===== src/rtl/msg_policer_pkg.sv =====
// Shared types and helpers for the message drop policer.
// Contents:
//   state_e      - per-message tracking state (idle / passing / dropping)
//   *_DEF        - default widths for bucket, refill period and statistics
//   sat_add_sub  - clamped base + add - sub, bounded to [0, ceil]
package msg_policer_pkg;

  typedef enum logic [1:0] {
    ST_IDLE = 2'd0,
    ST_PASS = 2'd1,
    ST_DROP = 2'd2
  } state_e;

  localparam int unsigned TOKEN_W_DEF  = 16;
  localparam int unsigned PERIOD_W_DEF = 16;
  localparam int unsigned CNT_W_DEF    = 32;

  // Operands are zero-extended to 64 bits by the caller, so base + add
  // cannot overflow for any width this block is built with, and an
  // oversubscribed subtraction floors at zero instead of wrapping.
  function automatic logic [63:0] sat_add_sub(input logic [63:0] base,
                                              input logic [63:0] add,
                                              input logic [63:0] sub,
                                              input logic [63:0] ceil);
    logic [63:0] sum;
    logic [63:0] res;
    sum = base + add;
    if (sum < sub) begin
      res = 64'd0;
    end else if ((sum - sub) > ceil) begin
      res = ceil;
    end else begin
      res = sum - sub;
    end
    return res;
  endfunction

endpackage


===== src/rtl/msg_drop_policer_token_bucket.sv =====
// Token bucket: periodic refill plus per-beat charge, clamped to capacity.
// Ports:
//   clk, rst        - clock, synchronous active-high reset
//   enable          - 0 pins the level to cfg_bucket_max every cycle
//   cfg_rate        - tokens added on each refill
//   cfg_period      - cycles between refills (0 behaves as 1)
//   cfg_bucket_max  - bucket capacity
//   charge          - remove one token this cycle
//   level           - registered token level
//   level_next      - level that will be loaded on the coming edge
module token_bucket
  import msg_policer_pkg::*;
#(
  parameter int unsigned TOKEN_W  = TOKEN_W_DEF,
  parameter int unsigned PERIOD_W = PERIOD_W_DEF
) (
  input  logic                clk,
  input  logic                rst,
  input  logic                enable,
  input  logic [TOKEN_W-1:0]  cfg_rate,
  input  logic [PERIOD_W-1:0] cfg_period,
  input  logic [TOKEN_W-1:0]  cfg_bucket_max,
  input  logic                charge,
  output logic [TOKEN_W-1:0]  level,
  output logic [TOKEN_W-1:0]  level_next
);

  logic [PERIOD_W-1:0] r_period_cnt;
  logic [TOKEN_W-1:0]  r_level;
  logic [PERIOD_W-1:0] w_period_last;
  logic                w_terminal;
  logic [TOKEN_W-1:0]  w_refill;
  logic [TOKEN_W-1:0]  w_level_next;

  // Refill timing and next bucket level.
  always_comb begin
    w_period_last = {PERIOD_W{1'b0}};
    w_terminal    = 1'b0;
    w_refill      = {TOKEN_W{1'b0}};
    w_level_next  = r_level;
    if (cfg_period == {PERIOD_W{1'b0}}) begin
      w_period_last = {PERIOD_W{1'b0}};
    end else begin
      w_period_last = cfg_period - PERIOD_W'(1);
    end
    // >= rather than == so shrinking cfg_period mid-count wraps at once.
    w_terminal = (r_period_cnt >= w_period_last);
    if (w_terminal) begin
      w_refill = cfg_rate;
    end else begin
      w_refill = {TOKEN_W{1'b0}};
    end
    if (!enable) begin
      w_level_next = cfg_bucket_max;
    end else begin
      w_level_next = TOKEN_W'(sat_add_sub(64'(r_level), 64'(w_refill),
                                          64'(charge), 64'(cfg_bucket_max)));
    end
  end

  // Period counter and level register.
  always_ff @(posedge clk) begin
    if (rst) begin
      r_period_cnt <= {PERIOD_W{1'b0}};
      r_level      <= {TOKEN_W{1'b0}};
    end else begin
      r_period_cnt <= w_terminal ? {PERIOD_W{1'b0}} : (r_period_cnt + PERIOD_W'(1));
      r_level      <= w_level_next;
    end
  end

  assign level      = r_level;
  assign level_next = w_level_next;

endmodule


===== src/rtl/msg_drop_policer.sv =====
// Token-bucket policer producing the per-message drop decision for a
// message dropper on the same Avalon-ST stream, by watching its handshake.
// Ports:
//   clk, rst              - clock, synchronous active-high reset
//   enable                - 0 passes everything and keeps the bucket full
//   cfg_rate/cfg_period   - refill amount and interval
//   cfg_bucket_max        - bucket capacity
//   cfg_thresh            - minimum level to admit a message
//   cnt_clr               - clear statistics and protocol_err
//   mon_valid/ready/sop/eop - monitored stream handshake
//   drop                  - registered drop request (sampled by dropper on sop)
//   bucket_level          - current token level
//   pass_cnt/drop_cnt     - saturating message statistics
//   protocol_err          - sticky framing error
module msg_drop_policer
  import msg_policer_pkg::*;
#(
  parameter int unsigned TOKEN_W  = TOKEN_W_DEF,
  parameter int unsigned PERIOD_W = PERIOD_W_DEF,
  parameter int unsigned CNT_W    = CNT_W_DEF
) (
  input  logic                clk,
  input  logic                rst,
  input  logic                enable,
  input  logic [TOKEN_W-1:0]  cfg_rate,
  input  logic [PERIOD_W-1:0] cfg_period,
  input  logic [TOKEN_W-1:0]  cfg_bucket_max,
  input  logic [TOKEN_W-1:0]  cfg_thresh,
  input  logic                cnt_clr,
  input  logic                mon_valid,
  input  logic                mon_ready,
  input  logic                mon_sop,
  input  logic                mon_eop,
  output logic                drop,
  output logic [TOKEN_W-1:0]  bucket_level,
  output logic [CNT_W-1:0]    pass_cnt,
  output logic [CNT_W-1:0]    drop_cnt,
  output logic                protocol_err
);

  state_e             r_state;
  logic               r_drop;
  logic [CNT_W-1:0]   r_pass_cnt;
  logic [CNT_W-1:0]   r_drop_cnt;
  logic               r_protocol_err;

  state_e             w_state_next;
  logic               w_hs;
  logic               w_charge;
  logic               w_cls_pass;
  logic               w_cls_drop;
  logic               w_err_set;
  logic [TOKEN_W-1:0] w_level_next;

  token_bucket #(
    .TOKEN_W  (TOKEN_W),
    .PERIOD_W (PERIOD_W)
  ) u_bucket (
    .clk            (clk),
    .rst            (rst),
    .enable         (enable),
    .cfg_rate       (cfg_rate),
    .cfg_period     (cfg_period),
    .cfg_bucket_max (cfg_bucket_max),
    .charge         (w_charge),
    .level          (bucket_level),
    .level_next     (w_level_next)
  );

  assign w_hs = mon_valid & mon_ready;

  // Message framing FSM: classify on sop, charge beats of passed messages.
  always_comb begin
    w_state_next = r_state;
    w_charge     = 1'b0;
    w_cls_pass   = 1'b0;
    w_cls_drop   = 1'b0;
    w_err_set    = 1'b0;
    if (w_hs) begin
      if (mon_sop) begin
        // A sop inside a message is an error, but still starts a new message.
        w_err_set  = (r_state != ST_IDLE);
        w_cls_pass = ~r_drop;
        w_cls_drop = r_drop;
        w_charge   = ~r_drop;
        if (mon_eop) begin
          w_state_next = ST_IDLE;
        end else if (r_drop) begin
          w_state_next = ST_DROP;
        end else begin
          w_state_next = ST_PASS;
        end
      end else begin
        case (r_state)
          ST_IDLE: begin
            w_err_set = 1'b1;
          end
          ST_PASS: begin
            w_charge     = 1'b1;
            w_state_next = mon_eop ? ST_IDLE : ST_PASS;
          end
          ST_DROP: begin
            w_state_next = mon_eop ? ST_IDLE : ST_DROP;
          end
          default: begin
            w_state_next = ST_IDLE;
          end
        endcase
      end
    end else begin
      w_state_next = r_state;
    end
  end

  // State, drop decision, statistics and sticky error.
  always_ff @(posedge clk) begin
    if (rst) begin
      r_state        <= ST_IDLE;
      r_drop         <= 1'b0;
      r_pass_cnt     <= {CNT_W{1'b0}};
      r_drop_cnt     <= {CNT_W{1'b0}};
      r_protocol_err <= 1'b0;
    end else begin
      r_state <= w_state_next;
      r_drop  <= enable & (w_level_next < cfg_thresh);
      if (cnt_clr) begin
        r_pass_cnt     <= {CNT_W{1'b0}};
        r_drop_cnt     <= {CNT_W{1'b0}};
        r_protocol_err <= 1'b0;
      end else begin
        if (w_cls_pass) begin
          r_pass_cnt <= CNT_W'(sat_add_sub(64'(r_pass_cnt), 64'd1, 64'd0,
                                           64'({CNT_W{1'b1}})));
        end
        if (w_cls_drop) begin
          r_drop_cnt <= CNT_W'(sat_add_sub(64'(r_drop_cnt), 64'd1, 64'd0,
                                           64'({CNT_W{1'b1}})));
        end
        if (w_err_set) begin
          r_protocol_err <= 1'b1;
        end
      end
    end
  end

  assign drop         = r_drop;
  assign pass_cnt     = r_pass_cnt;
  assign drop_cnt     = r_drop_cnt;
  assign protocol_err = r_protocol_err;

endmodule


===== config.mk =====
export PLATFORM = sky130hd
export DESIGN_NAME = msg_drop_policer
export DESIGN_NICKNAME = d
export VERILOG_FILES = /design/src/rtl/msg_policer_pkg.sv /design/src/rtl/msg_drop_policer_token_bucket.sv /design/src/rtl/msg_drop_policer.sv
export SDC_FILE = /design/constraint.sdc
export NUM_CORES = 1
export LEC_CHECK = 0
export CAP_MARGIN = 30
export CORE_MARGIN = 4
export CORE_UTILIZATION = 32
export CTS_CLUSTER_DIAMETER = 120
export DETAILED_ROUTE_END_ITERATION = 10
export DONT_BUFFER_PORTS = 1
export PLACE_DENSITY = 0.52
export SLEW_MARGIN = 40
export SYNTH_ARGS = -nofsm -noshare
export SYNTH_HDL_FRONTEND = slang
export SYNTH_SLANG_ARGS = --single-unit

===== constraint.sdc =====
create_clock -name clk -period 15.3 [get_ports clk]
set_input_delay 3.06 -clock clk [delete_from_list [all_inputs] [get_ports clk]]
set_output_delay 3.06 -clock clk [all_outputs]
set_load 0.01 [all_outputs]

==> results list, run 1 <==
- The flow ran to the end, and the final reports show no timing, DRC or antenna violations.
* Antenna violations before repair: 0
- Final Max Slew Viols: 0
* DPL Wire Length: 19800 um
- Entering global routing, the biggest net connects 53 pins.
- Detailed routing inserted a total of roughly 8400 vias.
* Critical path startpoint category: primary input
* Number of I/O pins: around 150
* Die Height: about 170 um
* Per-instance average area after synthesis: approximately 7.3 um2
- Max-cap violations in this run came to 0.
* Total global routing overflow: 0
- IR analysis of the VDD net gives a maximum drop of ~0.000055 V.
- Synthesis instantiated 77 different standard cells from the library.
* H-tree lvl count: 3
- Slew at the pin closest to its max-slew limit: 0.675 ns
* Count of mapped cells out of synthesis: ~1200
* Final cycle utilization of the critical path: ~84%
* Slowest CP cell: sky130_fd_sc_hd__and4_1
- The die is around 170 um wide.
* Area enclosed by the die boundary: about 0.030 mm2
- First-pass GRT wire length: roughly 42000 um
* Wirelength, routed: between 20000 and 30000 um
* Register bit count reported by yosys: 100
- Count of flip-flops with a built-in enable after synthesis: 0
- Total Power Consumption: 0.612 mW
- Compared with the post-synthesis result, the final layout area differs by 6.69%.
* Cell at the root of the clock tree: sky130_fd_sc_hd__clkbuf_16
* Row count: slightly below 60
- Final design area excluding fillers: about 0.0092 mm2
- Final-report hold violation count: 0
* FFs w/ async S/R, synth: 0%
- Synthesis warning total: 0
* Placement-stage cell area: about 0.009 mm2
- Fill cells in the final layout number 2781.
- In the synthesized netlist the dominant register cell turns out to be sky130_fd_sc_hd__dfxtp_1.
- Category of the worst setup path capture point: flip-flop
* Global-route total usage across every layer: 17.2%
* Final period demand of the worst path: 12.84 ns
* Final RePlAce weighted congestion: about 0.85
* Remaining number of nets flagged by the antenna check after routing: 0
- In this run the tightest slew margin relative to its limit is between 50 and 60%.
* CORE AREA: between 0.02 and 0.03 mm2
- In the final routed layout, each cell accounts on average for roughly 18 um.
- Power spread over the standard cell area amounts to between 60 and 70 mW/mm2.
- Biggest cell delay along the critical path: approximately 0.64 ns
- TritonCTS built the clock tree.
- Once the floorplan was initialized, standard cells occupied around a third of the core.
* Critical path data required time: 15.59 ns
* Number of remaining DRC errors: 0
- Number of violations reported at the end of detailed-routing iteration 0: 571
- Summed over all failing endpoints, the final setup total negative slack is 0 ns.
* Via count normalized by instance count: 5.63
* Type of the setup path with the least slack: in -> reg
* First-pass detailed-route iteration total: 5
- The post-route netlist has between 5 and 6% of its cells at a drive strength greater than 1.
- In this run the post-CTS setup repair buffer count came out at 0.
- Mapped cell area: 0.00859 mm2
- In this run the tool buffered the top-level ports with 0 buffer cells.
- Most frequent cell on the critical path: sky130_fd_sc_hd__a21o_1
* RSZ-0062 raised after global routing: no
- The net count of the finished layout is approximately 1300.
- Data arrives at the worst endpoint at approximately 13 ns.
- Clock-pin slew was measured on the worst setup and hold paths at roughly 0.07 ns.
- The number of clock buffers added by TritonCTS is 9.
- The via count of the first global-routing pass is 7869.
* Resize count post-CTS: 0
- In this run the deepest clock path goes through 2 buffers.
- Number of hold buffers added after CTS: 0
- # diodes: 0
- The clock reaches the later pin of the worst-skew pair after ~0.36 ns.
- Peak Freq: 0.0779 GHz
* Register area share after synthesis: approximately a quarter
- In this run the static leakage power is between 3 and 4 nW.
* Worst Path Max Fanout: 17
- Synthesized netlist net count: around 1300
- Worst min-delay path category: reg -> reg
* Largest clock skew in the final design: 0.0187 ns
- Final number of setup-violating endpoints: 0
* Total number of clock tree sinks: 100
worst max-delay path: cells and delay by family:
family / cells / cell delay (ns)
adder cells (fa/ha/maj): 4 / 1.27
AO/OA/AOI/OAI: 17 / 3.33
XOR/XNOR: 2 / 0.35
AND/OR/NAND/NOR: 22 / 5.12
cell usage in the layout, fill, tap and decap left out, types with 6 or more instances in the layout:
| cell type | n |
|---|---|
| sky130_fd_sc_hd__nand2_1 | 132 |
| sky130_fd_sc_hd__nor2_1 | 126 |
| sky130_fd_sc_hd__a21oi_1 | 101 |
| sky130_fd_sc_hd__dfxtp_1 | 100 |
| sky130_fd_sc_hd__ha_1 | 77 |
| sky130_fd_sc_hd__o21ai_0 | 67 |
| sky130_fd_sc_hd__nand3_1 | 60 |
| sky130_fd_sc_hd__inv_1 | 58 |
| sky130_fd_sc_hd__nor3_1 | 42 |
| sky130_fd_sc_hd__xnor2_1 | 32 |
| sky130_fd_sc_hd__xor2_1 | 27 |
| sky130_fd_sc_hd__nand4_1 | 24 |
| sky130_fd_sc_hd__nand2b_1 | 22 |
| sky130_fd_sc_hd__a211oi_1 | 20 |
| sky130_fd_sc_hd__and3_1 | 20 |
| sky130_fd_sc_hd__a31oi_1 | 17 |
| sky130_fd_sc_hd__nor2b_1 | 16 |
| sky130_fd_sc_hd__a21o_1 | 15 |
| sky130_fd_sc_hd__nor4_1 | 13 |
| sky130_fd_sc_hd__a311oi_1 | 13 |
| sky130_fd_sc_hd__buf_4 | 11 |
| sky130_fd_sc_hd__o211ai_1 | 10 |
| sky130_fd_sc_hd__clkbuf_16 | 9 |
| sky130_fd_sc_hd__or4_1 | 8 |
| sky130_fd_sc_hd__o22ai_1 | 7 |
| sky130_fd_sc_hd__nand3b_1 | 7 |
| sky130_fd_sc_hd__nand4b_1 | 6 |
| sky130_fd_sc_hd__and2_1 | 6 |
| sky130_fd_sc_hd__and4_1 | 6 |
report_power, final:
part | leakage [nW] | internal (mW) | switching, mW
sequential | 0.811 | 0.266 | 0.0125
combinational | 2.50 | 0.0391 | 0.0606
clock | 0.144 | 0.115 | 0.119
total | 3.45 | 0.420 | 0.192
state kept, by name, summed over array words and instances (netlist names):
| name | flops |
|---|---|
| drop | 1 |
| drop_cnt | 32 |
| pass_cnt | 32 |
| protocol_err | 1 |
| r_state | 2 |
| u_bucket.level | 16 |
| u_bucket.r_period_cnt | 16 |
cells in the mapped netlist, drive strengths merged (4+ instances only):
cell type  count  area share (%)
nor4          19             2.2
xor2          27             2.8
o21a           4            0.35
nand4b         6            0.61
or3            4            0.29
nand3b         7            0.61
or4            9            0.83
nand4         25             1.9
or2            5            0.36
a211oi        24             2.3
dfxtp        100              23
nor2b         16             1.2
and2           6            0.44
nor4b          4            0.41
a21oi        104             6.2
and3          20             1.5
o211ai        10            0.87
ha            77              11
and4           6            0.61
nand2b        22             1.6
o31ai          4            0.51
clkbuf        37             1.6
a311oi        15             1.7
xnor2         32             3.3
o21ai         70             4.1
nand3         63             4.0
a21o          15             1.3
nor3          44             2.6
o22ai          7            0.51
nand2        132             5.8
buf           16            0.98
a31oi         18             1.4
inv           58             2.5
nor2         127             5.6
stage by stage:
stage	hold slack, ns	instances	util (%)	setup WS (ns)
final	0.490	1484	35.0	2.46
after global routing	0.521	1484	35.0	1.46
after floorplan	0.467	1175	-	3.46
after global placement	0.480	1467	33.8	2.36
after CTS	0.494	1484	35.0	2.48
after detailed placement	0.483	1468	33.9	2.12
logic make-up after synthesis:
logic type               Yosys count  share of synthesized area [%]
flip-flops                       100                           23.3
XOR/XNOR                          59                           6.02
multiplexers                       3                          0.350
AO/OA/AOI/OAI                    301                           22.4
adder cells (fa/ha/maj)           78                           11.4
buffers and inverters            111                           5.13
AND/OR/NAND/NOR                  523                           31.4
routing by layer:
layer  GRT usage (%)  routed length [um]  up-vias
li1                -                   -     4213
met1            23.5               12000     3911
met2            27.2               11800      222
met3            5.26                2000       14
met4            3.25                 271        0
met5               0                   0        -
final cells by class:
cell class	instances	area, um2	area share (%)
tap	335	419	4.57
clock buffer	9	225	2.46
sequential	100	2000	21.8
multi-input combinational	964	6150	67.1
clock inverter	7	65.1	0.710
inverter	58	218	2.38
timing repair buffer	11	82.6	0.901
worst paths after layout:
kind	startpoint	to	slack, ns	cells past startpoint
worst min register to register	r_state[1]	r_state[1]	0.49	2
worst max-delay path	cfg_period[9]	drop	2.46	45
worst max register to register	u_bucket.r_period_cnt[0]	drop	6.52	41
worst min-delay path	r_state[1]	r_state[1]	0.49	2
No activity file was read; power rests on OpenSTA's default activity.
==> run 2, diff against run 1 <==
==> constraint.sdc (replaced) <==
create_clock -name clk -period 13.2 [get_ports clk]
set_input_delay 2.64 -clock clk [delete_from_list [all_inputs] [get_ports clk]]
set_output_delay 2.64 -clock clk [all_outputs]
set_load 0.01 [all_outputs]
==> run 2 against run 1 <==
Compared with the run above: final cell count about the same; non-clock buffer count increased by 1; utilization increased by 0.10 points; combinational power increased by 16%; highest routed layer unchanged; critical path type unchanged; cell area increased by 0.29%; wire length increased by 0.55%; largest cell class unchanged; global-route usage increased by 0.26 points.
==> results list, run 2 (synthesis results as in run 1) <==
- Largest clock skew in the final design: about 0.02 ns
- Summed over all failing endpoints, the final setup total negative slack is 0 ns.
- Peak supply drop: between 0.00007 and 0.00008 V
- First-pass GRT wire length: between 40000 and 50000 um
* Cell leakage power: 3.46 nW
- Number of buffers created by CTS: 9
- Cell at the root of the clock tree: sky130_fd_sc_hd__clkbuf_16
* Net switching fraction of the power: 31.7%
- Clock-pin slew was measured on the worst setup and hold paths at roughly 0.080 ns.
- The multi-input combinational cells in the finished layout cover a total of approximately 0.0062 mm2.
- Pin count of the biggest net entering global routing: between 50 and 60
- Measured against its own limit, the worst slew margin works out to 53.3%.
- The later pin in the worst-skew pair is clocked with a latency of around 0.36 ns.
* Buffers on Ports: 0
- Resize count post-CTS: 0
* Clock buffer depth: 2
- H-tree lvl count: 3
- Registers are responsible for between 40% and 50% of the overall power.
- For this block, the via count after detailed routing is roughly 8400.
- First-pass detailed-route iteration total: 5
* Biggest cell delay along the critical path: 0.65 ns
* Area enclosed by the die boundary: 0.0295 mm2
* Wirelength, routed: ~26000 um
- The final count of pins violating max slew came to 0.
- After floorplanning, the core was divided into 59 placement rows.
- In this run the power density over the cells is 78.2 mW/mm2.
- Peak Freq: 0.0829 GHz
* Final number of setup-violating endpoints: 0
- Number of I/O pins: ~150
* Total global routing overflow: 0
- Instance count after placement with tap cells included: 1469
- Final-report hold violation count: 0
- Using the TritonRoute via totals, the vias-per-cell ratio works out to between 5 and 6.
* Footprint of the flip-flops and latches: between 0.002 and 0.0025 mm2
* WP data arrival: approximately 12 ns
- STA classifies the critical path endpoint as a flip-flop.
* Slowest CP cell: sky130_fd_sc_hd__and4_1
* CORE AREA: between 0.02 and 0.03 mm2
* Critical path startpoint category: primary input
- Final RePlAce weighted congestion: ~0.85
- Critical path data required time: between 10 and 15 ns
* # diodes: 0
- Layout Nets: 1295
- Vias in the first global route: slightly above 8000
- Layout Cells excl Fill: 1485
- Antenna violations before repair: 0
- TritonCTS built the clock tree.
- Share of final-layout standard cells stronger than drive strength 1: around 5%
- Most used cells in the layout excluding fill and tap cells: sky130_fd_sc_hd__nand2_1 (132), sky130_fd_sc_hd__nor2_1 (126), sky130_fd_sc_hd__a21oi_1 (101)
- Final cycle utilization of the critical path: between 90% and 100%
* Remaining number of nets flagged by the antenna check after routing: 0
- Growth of design area from synthesis to finish: 6.99%
- Die Height: ~170 um
* Final period demand of the worst path: between 10 and 15 ns
- Starting density of the core: 32.8%
- After filler insertion, the fill cell instance count of the layout stands at about 2800.
- Buffers inserted to repair hold after CTS numbered 0.
- Global-route total usage across every layer: between 10% and 20%
- Max-Cap Viols: 0
- Internal power summed over all cells: about 0.5 mW
* Worst min-delay path category: reg -> reg
- Type of the setup path with the least slack: in -> reg
- Proportion of power drawn by the clock network: about two fifths
* Most frequent standard cell in the layout excluding fill and tap cells: sky130_fd_sc_hd__nand2_1
- After the first detailed-routing iteration, the DRC count stood at roughly 540.
- Routed length per instance: ~18 um
* Worst Path Max Fanout: 17
- Switching power summed over all nets: 0.228 mW
- The flow ran to the end, and the final reports show no timing, DRC or antenna violations.
- The tree built by TritonCTS fans out to 100 sinks.
- For this run, design rule violations remaining after detail routing come to 0.
- Detailed placement ended at an HPWL of between 15000 and 20000 um.
* Total setup buffers inserted after CTS: 0
* Fraction of power consumed by combinational cells: around 16%
* Slack of the worst reg-to-reg path: approximately 4.4 ns
- RSZ-0062 raised after global routing: no
- Die Wd: 172 um
- At the pin with the least slew margin, the transition time is between 0.7 and 0.8 ns.
run 2: area by class of cell:
| cell class | count | area share (%) |
|---|---|---|
| inverter | 58 | 2.37 |
| multi-input combinational | 964 | 66.9 |
| timing repair buffer | 12 | 0.980 |
| tap | 335 | 4.56 |
| clock inverter | 7 | 0.912 |
| sequential | 100 | 21.8 |
| clock buffer | 9 | 2.45 |
run 2: path summary, 6_finish.rpt:
kind	startpoint	to	cells after the start
hold / removal	r_state[1]	r_state[1]	2
setup / recovery	cfg_period[9]	drop	48
setup reg to reg	u_bucket.r_period_cnt[0]	drop	43
hold reg to reg	r_state[1]	r_state[1]	2
run 2: per-layer routing:
| metal | wire length (um) | track usage (%) | up-vias |
|---|---|---|---|
| li1 | - | - | 4222 |
| met1 | 12200 | 23.9 | 3948 |
| met2 | 11900 | 27.9 | 204 |
| met3 | 1910 | 4.96 | 13 |
| met4 | 206 | 3.21 | 0 |
| met5 | 0 | 0 | - |
run 2: stage by stage:
step           hold slack (ns)  setup slack [ns]  power, mW  area (um2)  utilization (%)
3_5_place_dp             0.488             0.873      0.446        8880             33.9
4_1_cts                  0.499              1.22      0.732        9190             35.1
2_1_floorplan            0.467              1.78      0.415        8590                -
3_3_place_gp             0.483              1.05      0.445        8870             33.9
5_1_grt                  0.529            0.0882      0.761        9190             35.1
6_report                 0.498              1.14      0.719        9190             35.1
run 2: critical path: cells and delay by family:
| family | cells | cell delay [ns] |
|---|---|---|
| adder cells (fa/ha/maj) | 5 | 1.26 |
| XOR/XNOR | 2 | 0.53 |
| AO/OA/AOI/OAI | 18 | 3.22 |
| buffers and inverters | 2 | 0.27 |
| AND/OR/NAND/NOR | 21 | 4.39 |
run 2: power by group through the flow:
stage | Combinational, mW | Clock, mW | Sequential [mW]
3_5_place_dp | 0.115 | 0 | 0.331
5_1_grt | 0.134 | 0.303 | 0.325
3_3_place_gp | 0.115 | 0 | 0.331
6_report | 0.116 | 0.279 | 0.323
4_1_cts | 0.116 | 0.292 | 0.323
2_1_floorplan | 0.0905 | 0 | 0.325
